===== src/rtl/pixel_stream_loader.sv =====
`default_nettype none
// ============================================================================
//  Module      : pixel_stream_loader
//  Description : Converts a valid/ready raster-order byte stream into the
//                addressed pixel write port of convolution_top. After a full
//                frame it pulses start and holds the stream off until the
//                engine reports a fresh done edge. Checks frame length and
//                counts completed frames.
//  Revision    : 1.0 - initial release
// ============================================================================
module pixel_stream_loader #(
  parameter int IMAGE_WIDTH  = 256,
  parameter int IMAGE_HEIGHT = 256,
  parameter int ADDR_W       = $clog2(IMAGE_WIDTH * IMAGE_HEIGHT)
) (
  input  logic              clk,
  input  logic              rst,
  input  logic [7:0]        s_data,
  input  logic              s_valid,
  input  logic              s_last,
  output logic              s_ready,
  output logic [7:0]        pixel_in,
  output logic [ADDR_W-1:0] pixel_addr,
  output logic              pixel_we,
  output logic              start,
  input  logic              conv_done,
  output logic              busy,
  output logic              frame_err,
  output logic [15:0]       frame_count
);

  localparam int              NPIX     = IMAGE_WIDTH * IMAGE_HEIGHT;
  localparam logic [ADDR_W-1:0] LAST_IDX = ADDR_W'(NPIX - 1);

  typedef enum logic [1:0] {
    LOAD      = 2'd0,
    GAP       = 2'd1,
    START     = 2'd2,
    WAIT_DONE = 2'd3
  } state_t;

  state_t            state_q, state_d;
  logic [ADDR_W-1:0] cnt_q, cnt_d;
  logic [15:0]       frame_count_q, frame_count_d;
  logic              conv_done_q;
  logic              s_ready_q, s_ready_d;
  logic              start_q, start_d;
  logic              pixel_we_q, pixel_we_d;
  logic [ADDR_W-1:0] pixel_addr_q, pixel_addr_d;
  logic [7:0]        pixel_in_q, pixel_in_d;
  logic              frame_err_q, frame_err_d;

  logic accept;
  logic at_last_idx;
  logic done_rise;

  // s_ready is registered, so it is only ever high while state_q is LOAD.
  assign accept      = s_valid & s_ready_q;
  assign at_last_idx = (cnt_q == LAST_IDX);
  // Only a fresh rising edge counts; a level left high from an earlier
  // frame must not release the next one.
  assign done_rise   = conv_done & ~conv_done_q;

  // State register
  always_ff @(posedge clk or posedge rst) begin
    if (rst) begin
      state_q <= LOAD;
    end else begin
      state_q <= state_d;
    end
  end

  // Next-state, beat counter, frame counter and registered output values
  always_comb begin
    state_d       = state_q;
    cnt_d         = cnt_q;
    frame_count_d = frame_count_q;

    case (state_q)
      LOAD: begin
        if (accept) begin
          if (at_last_idx) begin
            // Full frame reached: a missing s_last is flagged below but the
            // frame is still handed to the engine.
            cnt_d   = '0;
            state_d = GAP;
          end else if (s_last) begin
            // Short frame: restart addressing, no start.
            cnt_d = '0;
          end else begin
            cnt_d = cnt_q + 1'b1;
          end
        end
      end
      GAP: begin
        state_d = START;
      end
      START: begin
        state_d = WAIT_DONE;
      end
      WAIT_DONE: begin
        if (done_rise) begin
          state_d       = LOAD;
          frame_count_d = frame_count_q + 16'd1;
        end
      end
      default: begin
        state_d = LOAD;
      end
    endcase

    s_ready_d    = (state_d == LOAD);
    start_d      = (state_d == START);
    pixel_we_d   = accept;
    pixel_addr_d = accept ? cnt_q  : pixel_addr_q;
    pixel_in_d   = accept ? s_data : pixel_in_q;
    // Length error: s_last early, or missing on the final beat.
    frame_err_d  = accept & (s_last ^ at_last_idx);
  end

  // Datapath and output registers
  always_ff @(posedge clk or posedge rst) begin
    if (rst) begin
      cnt_q         <= '0;
      frame_count_q <= '0;
      conv_done_q   <= 1'b0;
      s_ready_q     <= 1'b0;
      start_q       <= 1'b0;
      pixel_we_q    <= 1'b0;
      pixel_addr_q  <= '0;
      pixel_in_q    <= '0;
      frame_err_q   <= 1'b0;
    end else begin
      cnt_q         <= cnt_d;
      frame_count_q <= frame_count_d;
      conv_done_q   <= conv_done;
      s_ready_q     <= s_ready_d;
      start_q       <= start_d;
      pixel_we_q    <= pixel_we_d;
      pixel_addr_q  <= pixel_addr_d;
      pixel_in_q    <= pixel_in_d;
      frame_err_q   <= frame_err_d;
    end
  end

  assign s_ready     = s_ready_q;
  assign start       = start_q;
  assign pixel_we    = pixel_we_q;
  assign pixel_addr  = pixel_addr_q;
  assign pixel_in    = pixel_in_q;
  assign frame_err   = frame_err_q;
  assign frame_count = frame_count_q;
  assign busy        = (state_q != LOAD) | (cnt_q != '0);

endmodule
`default_nettype wire


===== config.mk =====
export PLATFORM = sky130hd
export DESIGN_NAME = pixel_stream_loader
export DESIGN_NICKNAME = d
export VERILOG_FILES = /design/src/rtl/pixel_stream_loader.sv
export SDC_FILE = /design/constraint.sdc
export NUM_CORES = 1
export LEC_CHECK = 0
export ABC_AREA = 1
export BUFFER_PORTS_ARGS = -buffer_cell sky130_fd_sc_hd__buf_2
export CAP_MARGIN = 5
export CORE_ASPECT_RATIO = 2
export CORE_MARGIN = 3
export CORE_UTILIZATION = 59
export DETAILED_ROUTE_END_ITERATION = 10
export GPL_ROUTABILITY_DRIVEN = 0
export GPL_TIMING_DRIVEN = 1
export PLACE_DENSITY = 0.92
export SLEW_MARGIN = 25
export SYNTH_ARGS = -nofsm -noshare
export SYNTH_HDL_FRONTEND = slang
export SYNTH_SLANG_ARGS = --single-unit

===== constraint.sdc =====
create_clock -name clk -period 3.6 [get_ports clk]
set_input_delay 0.54 -clock clk [delete_from_list [all_inputs] [get_ports clk]]
set_output_delay 0.54 -clock clk [all_outputs]
set_load 0.01 [all_outputs]

; Yosys cells after proc, flatten, opt, wreduce, memory -nomap -nowiden
; Cells that the tools add are included.
[classes]
addsub = 2
multipliers = 0
div_mod_pow = 0
n_lt_le_gt_ge = 0
n_eq_ne = 5
shifts = 0
mux = 6
bitwise = 6
reduce_logical = 6
[ops]
columns = op, n
row1 = "16-bit by 1-bit adder with 16-bit output, second input constant", 2
row2 = 16-bit 2-to-1 mux, 2
row3 = "16-bit == test, second input constant", 1
row4 = 16-bit nonzero test, 1
row5 = 2-bit case mux with 4 select lines, 1
row6 = "2-bit == test, second input constant", 3
row7 = 2-bit 2-to-1 mux, 3
row8 = 2-bit logical NOT, 2
row9 = 2-bit AND reduction, 2
row10 = 1-bit AND, 3
row11 = "2-bit by 1-bit == test with 1-bit output, second input constant", 1
row12 = 2-bit nonzero test, 1
row13 = 1-bit inverter, 1
row14 = 1-bit OR, 1
row15 = 1-bit bitwise XOR, 1
[totals]
regBits = 63
latchBits = 0
ramBits = 0
rom_bits = 0
in_bits = 13
out_inout_bits = 45
word_cells = 35
memories = 0

; Depth between registers and ports, before layout
; Gate-level depths: netlist (run 1).
[depth]
word_depth = 5
depth_mapped = 9
mapped_depth_nobuf = 9

; Least setup slack after synthesis (run 1)
; Ideal clock, no wire load.
[synth_path]
path_type = register to output
start = register state_q[1]
end = output busy
arrival_time_ns = 0.926
slack_ns = 2.134
path_stages_with_launch = 5
cell_sequence = dfrtp_1 -> nor2_2 -> nand3_1 -> nor3_1 -> nand4_1
[synth_via]
elab_chain_len = 2
[synth_rtl]
columns = element, line
row1 = start: declaration, 42  ; state_t state_q, state_d;
row2 = start signal: assignment, 69  ; state_q <= state_d;
row3 = 2-bit nonzero test, 153  ; assign busy = (state_q != LOAD) | (cnt_q != '0);
row4 = 1-bit OR, 153
row5 = end: declaration, 27  ; output logic busy,
; No other way between the ends.

; Worst setup path after layout (run 1)
; Same ends and word-level chain as after synthesis.

==> reports/qor.txt, run 1 <==
Status - complete, no violations
Sink Count - 63
RSZ-0062 raised after global routing - no
Final setup skew - 0.0114 ns
Setup TNS - 0 ns
Register area share after synthesis - 0.537
First-pass GRT wire length - 11100 µm
DR WL/cell - 14.2 µm
Overall Global Routing Usage - 0.245
Max-slew violations - 0
CTS resizes - 0
Core ar. - 4690 µm²
Antenna diodes - 0
Syn_nets - 357
Initial Util - 0.626
Hold Startpoint - conv_done
H-tree levels - 3
Flop-to-flop setup slack - 1.71 ns
Synthesized cell area - 2930 µm²
CTS tree - yes
Number of max-cap violations - 0
RR Endpoint - cnt_q[11]$_DFFE_PP0P_
DRT Wirelength - 6610 µm
Mapped Avg Cell Area - 8.60 µm²
Skew-Pair Late Insertion Delay - 0.35 ns
# hold bufs at CTS - 0
Setup bufs post-CTS - 0
Die height - 106 µm
Critical path arrival - 1.57 ns
Critical Path Source Type - flip-flop
Max transition margin - 0.411
Fin crit share - 0.585
Site row count - 35
CTS max path bufs - 2
RR Startpoint - s_ready$_DFF_PP0_
Die width - 55.9 µm
Layout Nets - 422
Hold depth - 1
CTS Root Cell - clkbuf_8
R2R depth - 8
Data required, critical path - 3.06 ns
Total number of vias - 2434
ANT nets after route - 0
Crit path kind - reg2out
CP endpoint kind - primary output
Port bufs - 57
Synth Instances - 341
Via/cell ratio - 5.22
Synthesis-stage register bit count - 63
WHS Endpoint - conv_done_q$_DFF_PP0_
DRC - 0
Min Tclk post-route - 2.11 ns
Layout cell share with drive strength beyond 1 - 0.229
Slew @ Worst Pin - 0.882 ns
P&R area growth vs syn - 20.2%
Post-synth cell types - 30
Critical-path maximum fanout - 5
Yosys warning count - 0
Fin Hold WS - 0.321 ns
Hold Vio Cnt, Final - 0
DRT Pass-1 Iters - 4
Ports - 58
Initial antenna violation count - 0
Congestion Overflow GR - 0
Max Freq - 475 MHz
Number of global-route vias before repair - 2461
Leak - 2.04 nW
Layout Utilization - 0.752
Largest net degree at the start of global routing - 44
VDD IR max - 0.000441 V
Cts bufs inserted - 9
Final setup fails - 0
HPWL after detailed placement - 4890 µm
Inst Count DP - 450
Hold Path Class - in2reg
Post-Layout Cell Count - 466
Starting DRC count in detailed routing - 76
Die area - 5910 µm²
Worst-path clk slew - 0.07 ns
Power Density - 679 nW/µm²
cells in the mapped netlist (all sizes together):
| cell type | number | share of area |
|---|---|---|
| nor4 | 2 | 0.0043 |
| nor3 | 3 | 0.0051 |
| nand4 | 7 | 0.017 |
| o22ai | 2 | 0.0043 |
| o21ai | 19 | 0.036 |
| ha | 3 | 0.013 |
| nand2 | 111 | 0.15 |
| nor2 | 52 | 0.087 |
| clkbuf | 2 | 0.0026 |
| clkinv | 1 | 0.0017 |
| nand3b | 3 | 0.0077 |
| buf | 3 | 0.0051 |
| a21oi | 4 | 0.0068 |
| dfrtp | 63 | 0.54 |
| xor2 | 11 | 0.033 |
| mux2 | 1 | 0.0038 |
| xnor2 | 5 | 0.015 |
| inv | 36 | 0.046 |
| nand3 | 13 | 0.026 |
power by group:
group / total (mW) / switching (mW) / internal, mW
combinational: 0.615 / 0.374 / 0.241
sequential: 1.03 / 0.141 / 0.891
clock: 0.749 / 0.273 / 0.476
total: 2.40 / 0.788 / 1.61
metrics by stage:
stage	area (µm²)	power [mW]	setup slack [ns]
global placement	3280	1.63	1.51
floorplan	2930	1.41	1.49
global route	3530	2.54	1.35
CTS	3530	2.42	1.48
finish	3530	2.40	1.49
detailed placement	3280	1.66	1.46
placed cells by master (no fill, tap or decap):
cell type	Yosys	layout
a21oi_1	4	4
buf_2	0	57
buf_4	1	2
bufinv_16	0	3
clkbuf_8	0	10
clkinv_2	1	3
clkinvlp_4	0	1
dfrtp_1	63	63
ha_1	3	3
inv_1	35	34
inv_2	1	2
mux2_2	1	1
nand2_1	106	106
nand2_2	4	4
nand2_4	1	1
nand3_1	12	12
nand3_4	1	1
nand3b_1	3	3
nand4_1	6	6
nand4_2	1	1
nor2_1	45	45
nor2_2	2	2
nor2_4	3	3
nor2_8	2	2
nor3_1	3	3
nor4_1	2	2
o21ai_0	15	15
o21ai_1	3	3
o21ai_4	1	1
o22ai_1	2	2
xnor2_1	5	5
xor2_1	11	11
layout make-up:
type	count	area [µm²]
multi-input combinational	236	1190
fill	342	1160
clock inverter	6	108
clock buffer	10	138
sequential	63	1580
timing repair buffer	59	300
tap	55	68.8
inverter	37	140
sequential cells by signal (all words and copies together) (netlist names):
register and flops:
frame_err 1, frame_count 16, pixel_we 1, cnt_q 16, conv_done_q 1, pixel_addr 16
pixel_in 8, s_ready 1, state_q 2, start 1
cells by family after synthesis:
group                      share of synthesized area
AOI/OAI and AO/OA                             0.0473
xor gates and xnor gates                      0.0478
adders and majority gates                     0.0128
buffers and inverters                         0.0554
DFF                                            0.537
muxes                                        0.00384
and+or+nand+nor                                0.296
per-layer routing:
metal | wire, µm | GRT usage | part of all wire | up-vias
li1 | - | - | - | 1187
met5 | 0 | 0 | 0 | -
met3 | 326 | 0.0564 | 0.049 | 22
met2 | 3720 | 0.453 | 0.56 | 79
met4 | 230 | 0.154 | 0.035 | 0
met1 | 2330 | 0.234 | 0.35 | 1146
how the worst max path moves through the flow:
stage / startpoint / end / slack (ns)
after floorplan: rst / cnt_q[0]$_DFFE_PP0P_ / 1.49
after global placement: s_valid / cnt_q[9]$_DFFE_PP0P_ / 1.51
after detailed placement: s_valid / cnt_q[11]$_DFFE_PP0P_ / 1.46
after CTS: state_q[1]$_DFF_PP0_ / busy / 1.48
after global routing: state_q[1]$_DFF_PP0_ / busy / 1.35
final: state_q[1]$_DFF_PP0_ / busy / 1.49
worst max-delay path, stage by stage, from the launching register on:
cell	delay [ns]
dfrtp_1	0.44
nor2_2	0.23
nand3_1	0.11
nor3_1	0.17
nand4_1	0.13
buf_2	0.16
(Power assumes the default switching activity.)
==> run 2, diff against run 1 <==
CORE_UTILIZATION = 55   (was 59)
PLACE_DENSITY = 0.87   (was 0.92)
clock period = 2.1 ns   (was 3.6 ns; I/O delays follow)
==> reports/qor.txt, run 2 (synthesis results as in run 1) <==
CP Launch Point - state_q[1]$_DFF_PP0_ (unchanged)
Crit path kind - reg2out (unchanged)
Setup bufs post-CTS - 0 (unchanged)
Final setup skew - 0.00759 ns (was 0.0114 ns)
Initial antenna violation count - 0 (unchanged)
Crit path to - busy (unchanged)
Power Density - 1060 nW/µm² (was 679 nW/µm²)
Leak - 2.01 nW (was 2.04 nW)
Layout Nets - 423 (was 422)
CTS tree - yes (unchanged)
VDD IR max - 0.000740 V (was 0.000441 V)
Fin crit share - 0.878
CTS resizes - 0 (unchanged)
Status - complete, no violations (unchanged)
Antenna diodes - 0 (unchanged)
Inst Count DP - 454 (was 450)
Die width - 57.6 µm (was 55.9 µm)
ANT nets after route - 0 (unchanged)
RSZ-0062 raised after global routing - no (unchanged)
CP endpoint kind - primary output (unchanged)
Die height - 109 µm (was 106 µm)
H-tree levels - 3 (unchanged)
Critical Path Source Type - flip-flop (unchanged)
CTS max path bufs - 2 (unchanged)
Cts bufs inserted - 9 (unchanged)
Site row count - 37 (was 35)
Critical-path maximum fanout - 5 (unchanged)
Core ar. - 5140 µm² (was 4690 µm²)
Congestion Overflow GR - 0 (unchanged)
DRC - 0 (unchanged)
Post-Layout Cell Count - 468 (was 466)
Final setup fails - 0 (unchanged)
CTS Root Cell - clkbuf_8 (unchanged)
Via/cell ratio - 5.12 (was 5.22)
Overall Global Routing Usage - 0.221 (was 0.245)
RR Startpoint - cnt_q[1]$_DFFE_PP0P_ (was s_ready$_DFF_PP0_)
Data required, critical path - 1.78 ns (was 3.06 ns)
Total number of vias - 2397 (was 2434)
Skew-Pair Late Insertion Delay - 0.34 ns (was 0.35 ns)
Flop-to-flop setup slack - 0.59 ns (was 1.71 ns)
Hold Vio Cnt, Final - 0 (unchanged)
Initial Util - 0.571 (was 0.626)
Fillers - 437 (was 342)
HPWL after detailed placement - 4620 µm (was 4890 µm)
Die area - 6300 µm² (was 5910 µm²)
Sink Count - 63 (unchanged)
Number of global-route vias before repair - 2398 (was 2461)
Commonest non-fill, non-tap cells in the layout - nand2_1, dfrtp_1, buf_2 (unchanged)
Max Freq - 542 MHz
# hold bufs at CTS - 0 (unchanged)
Layout cell share with drive strength beyond 1 - 0.222 (was 0.229)
Min Tclk post-route - 1.84 ns
Ports - 58 (unchanged)
First-pass GRT wire length - 10600 µm (was 11100 µm)
DRT Wirelength - 6120 µm (was 6610 µm)
Starting DRC count in detailed routing - 150 (was 76)
Area of the multi-input gates - 1190 µm² (unchanged)
Worst-path clk slew - 0.06 ns (was 0.07 ns)
Setup WS post-layout - 0.256 ns (was 1.49 ns)
Slew @ Worst Pin - 0.334 ns (was 0.882 ns)
Max-slew violations - 0 (unchanged)
RR Endpoint - cnt_q[7]$_DFFE_PP0P_ (was cnt_q[11]$_DFFE_PP0P_)
Number of max-cap violations - 0 (unchanged)
Max transition margin - 0.775 (was 0.411)
DR WL/cell - 13.1 µm (was 14.2 µm)
Setup TNS - 0 ns (unchanged)
P&R area growth vs syn - 18.2% (was 20.2%)
Largest net degree at the start of global routing - 64 (was 44)
DRT Pass-1 Iters - 4 (unchanged)
Hold Path Class - in2async (was in2reg)
R2R depth - 8 (unchanged)
Worst slack, placed - 0.622 ns (was 1.46 ns)
Port bufs - 57 (unchanged)
Commonest non-fill, non-tap cell in the layout - nand2_1 (unchanged)
Register area - 1580 µm² (unchanged)
Critical path arrival - 1.53 ns (was 1.57 ns)
run 2: cell count changes in the layout (fill, tap and decap cells not counted), sizes merged:
cell,before,now
clkinvlp,1,0
clkinv,3,2
clkbuf,10,13
buf,59,60
bufinv,3,0
run 2: critical path, stage by stage, from the launching register on:
cell and delay [ns]:
dfrtp_1 0.43, nor2_2 0.20, nand3_1 0.11, nor3_1 0.14, nand4_1 0.13, buf_2 0.17
run 2: worst min-delay path by stage:
stage / depth (start not counted) / end / slack [ns]
floorplan: 0 / conv_done_q$_DFF_PP0_ / 0.35
global placement: 3 / pixel_addr[13]$_DFFE_PP0P_ / 0.40
detailed placement: 3 / frame_count[15]$_DFFE_PP0P_ / 0.40
CTS: 3 / pixel_addr[13]$_DFFE_PP0P_ / 0.04
global route: 3 / pixel_addr[13]$_DFFE_PP0P_ / 0.05
finish: 3 / pixel_addr[13]$_DFFE_PP0P_ / 0.04
run 2: metal layers:
metal	wire (µm)	track usage
met1	2330	0.238
met2	3290	0.386
met3	321	0.0611
met4	174	0.113
met5	0	0
run 2: report_power, final:
group / internal, mW / switching (mW) / leakage (nW)
clock: 0.478 / 0.406 / 0.0854
sequential: 1.53 / 0.238 / 0.762
combinational: 0.417 / 0.623 / 1.17
total: 2.42 / 1.27 / 2.01
run 2: metrics by stage:
step / cell area, µm² / hold slack (ns) / power, mW / utilization
after detailed placement: 3300 / 0.402 / 2.84 / 0.643
after global placement: 3300 / 0.400 / 2.78 / 0.643
after floorplan: 2930 / 0.346 / 2.41 / -
after global routing: 3470 / 0.0469 / 3.96 / 0.675
final: 3470 / 0.0351 / 3.69 / 0.675
after CTS: 3470 / 0.0408 / 3.73 / 0.675
run 2: cell type report:
cell class / instances / area share
Multi-Input combinational cell: 236 / 0.345
Timing Repair Buffer: 60 / 0.0924
Sequential cell: 63 / 0.455
Inverter: 37 / 0.0404
Tap cell: 58 / 0.0209
Clock buffer: 13 / 0.0458
Clock inverter: 1 / 0.00144
==> run 3, diff against run 2 <==
CORE_ASPECT_RATIO = 0.7   (was 2)
==> reports/qor.txt, run 3 (synthesis results as in run 1) <==
Status - complete, no violations (unchanged)
Die area - 6260 µm² (was 6300 µm²)
ANT nets after route - 0 (unchanged)
Setup TNS - 0 ns (unchanged)
Initial Util - 0.591 (was 0.571)
DRT Pass-1 Iters - 5 (was 4)
Slew @ Worst Pin - 0.328 ns (was 0.334 ns)
Grt met1 use - 0.308 (was 0.238)
CTS Root Cell - clkbuf_8 (unchanged)
Congestion Overflow GR - 0 (unchanged)
Hold Vio Cnt, Final - 0 (unchanged)
Hold Path Class - in2async (unchanged)
Met2 usage - 0.337 (was 0.386)
Core ar. - 4970 µm² (was 5140 µm²)
Min Tclk post-route - 1.82 ns (was 1.84 ns)
P&R area growth vs syn - 20.9% (was 18.2%)
Ports - 58 (unchanged)
Commonest non-fill, non-tap cells in the layout - nand2_1, dfrtp_1, buf_2 (unchanged)
Number of max-cap violations - 0 (unchanged)
Fin crit share - 0.865 (was 0.878)
Largest net degree at the start of global routing - 64 (unchanged)
Max-slew violations - 0 (unchanged)
Number of global-route vias before repair - 2257 (was 2398)
CP endpoint kind - primary output (unchanged)
Critical-path maximum fanout - 5 (unchanged)
Via/cell ratio - 5.03 (was 5.12)
Cell area after placement - 3320 µm² (was 3300 µm²)
Starting DRC count in detailed routing - 202 (was 150)
Final setup fails - 0 (unchanged)
Fillers - 397 (was 437)
Final instance area - 3550 µm² (was 3470 µm²)
DRC - 0 (unchanged)
RSZ-0062 raised after global routing - no (unchanged)
Layout Nets - 423 (unchanged)
Initial antenna violation count - 0 (unchanged)
Power Total - 4.01 mW (was 3.69 mW)
Worst-path clk slew - 0.07 ns (was 0.06 ns)
# hold bufs at CTS - 0 (unchanged)
H-tree levels - 3 (unchanged)
Crit path kind - reg2out (unchanged)
Die width - 93.3 µm (was 57.6 µm)
DR WL/cell - 13.1 µm (about the same)
Commonest non-fill, non-tap cell in the layout - nand2_1 (unchanged)
Final setup skew - 0.00716 ns (was 0.00759 ns)
Max Freq - 551 MHz (was 542 MHz)
Max transition margin - 0.781 (was 0.775)
Data required, critical path - 1.78 ns (about the same)
CTS max path bufs - 2 (unchanged)
CTS tree - yes (unchanged)
Setup bufs post-CTS - 0 (unchanged)
VDD IR max - 0.000770 V (was 0.000740 V)
Power Density - 1130 nW/µm² (was 1060 nW/µm²)
Overall Global Routing Usage - 0.225 (was 0.221)
CTS resizes - 0 (unchanged)
Skew-Pair Late Insertion Delay - 0.34 ns (about the same)
DRT Wirelength - 6300 µm (was 6120 µm)
Grt met3 use - 0.0813 (was 0.0611)
First-pass GRT wire length - 10500 µm (was 10600 µm)
Layout Utilization - 0.715 (was 0.675)
Site row count - 21 (was 37)
HPWL after detailed placement - 4600 µm (was 4620 µm)
Leak - 2.04 nW (was 2.01 nW)
Critical path arrival - 1.50 ns (was 1.53 ns)
Layout cell share with drive strength beyond 1 - 0.231 (was 0.222)
Cts bufs inserted - 9 (unchanged)
Total number of vias - 2418 (was 2397)
Fin Hold WS - 0.0273 ns (was 0.0351 ns)
Busiest grt layer - met2 (unchanged)
Antenna diodes - 0 (unchanged)
Port bufs - 57 (unchanged)
Critical Path Source Type - flip-flop (unchanged)
Sink Count - 63 (unchanged)
Die height - 67.1 µm (was 109 µm)
[run 3: cell count changes in the layout (fill, tap and decap cells not counted), sizes merged]
| cell | previous run | this run |
|---|---|---|
| bufinv | 0 | 2 |
| clkbuf | 13 | 10 |
| clkinvlp | 0 | 2 |
| inv | 36 | 37 |
[run 3: critical path, cell delays in order (launching register included)]
cell	delay (ns)
dfrtp_1	0.44
nor2_2	0.20
nand3_1	0.11
nor3_1	0.15
nand4_1	0.11
buf_2	0.16
[run 3: layer usage]
metal | share of wire | up-vias
li1 | - | 1199
met1 | 0.46 | 1126
met2 | 0.45 | 88
met3 | 0.076 | 5
met4 | 0.0095 | 0
met5 | 0 | -
[run 3: area by class of cell]
cell class | instances | area [µm²] | area share
inverters | 37 | 140 | 0.0395
clock buffers | 10 | 138 | 0.0388
repair buffers | 60 | 320 | 0.0903
clock inverters | 6 | 92.6 | 0.0261
multi-input cells | 236 | 1190 | 0.337
flip-flops and latches | 63 | 1580 | 0.444
well taps | 69 | 86.3 | 0.0243
[run 3: per-stage QoR]
step,cells,setup slack (ns)
floorplan,341,0.215
global placement,465,0.674
detailed placement,465,0.630
CTS,481,0.277
global route,481,0.205
finish,481,0.284
[run 3: path summary, 6_finish.rpt]
path,slack (ns),startpoint,depth (start not counted),endpoint
worst max-delay path,0.28,state_q[1]$_DFF_PP0_,5,busy
worst min-delay path,0.03,rst,3,pixel_in[4]$_DFFE_PP0P_
worst max register to register,0.60,cnt_q[1]$_DFFE_PP0P_,8,cnt_q[7]$_DFFE_PP0P_
worst min register to register,0.47,pixel_in[5]$_DFFE_PP0P_,2,pixel_in[5]$_DFFE_PP0P_
max in group asynchronous,1.80,rst,3,pixel_addr[6]$_DFFE_PP0P_
min in group clk,0.11,conv_done,1,conv_done_q$_DFF_PP0_
[run 3: power by group]
group / total (mW) / switching, mW / internal (mW)
logic: 1.06 / 0.644 / 0.417
registers: 1.76 / 0.236 / 1.53
clock network: 1.18 / 0.479 / 0.706
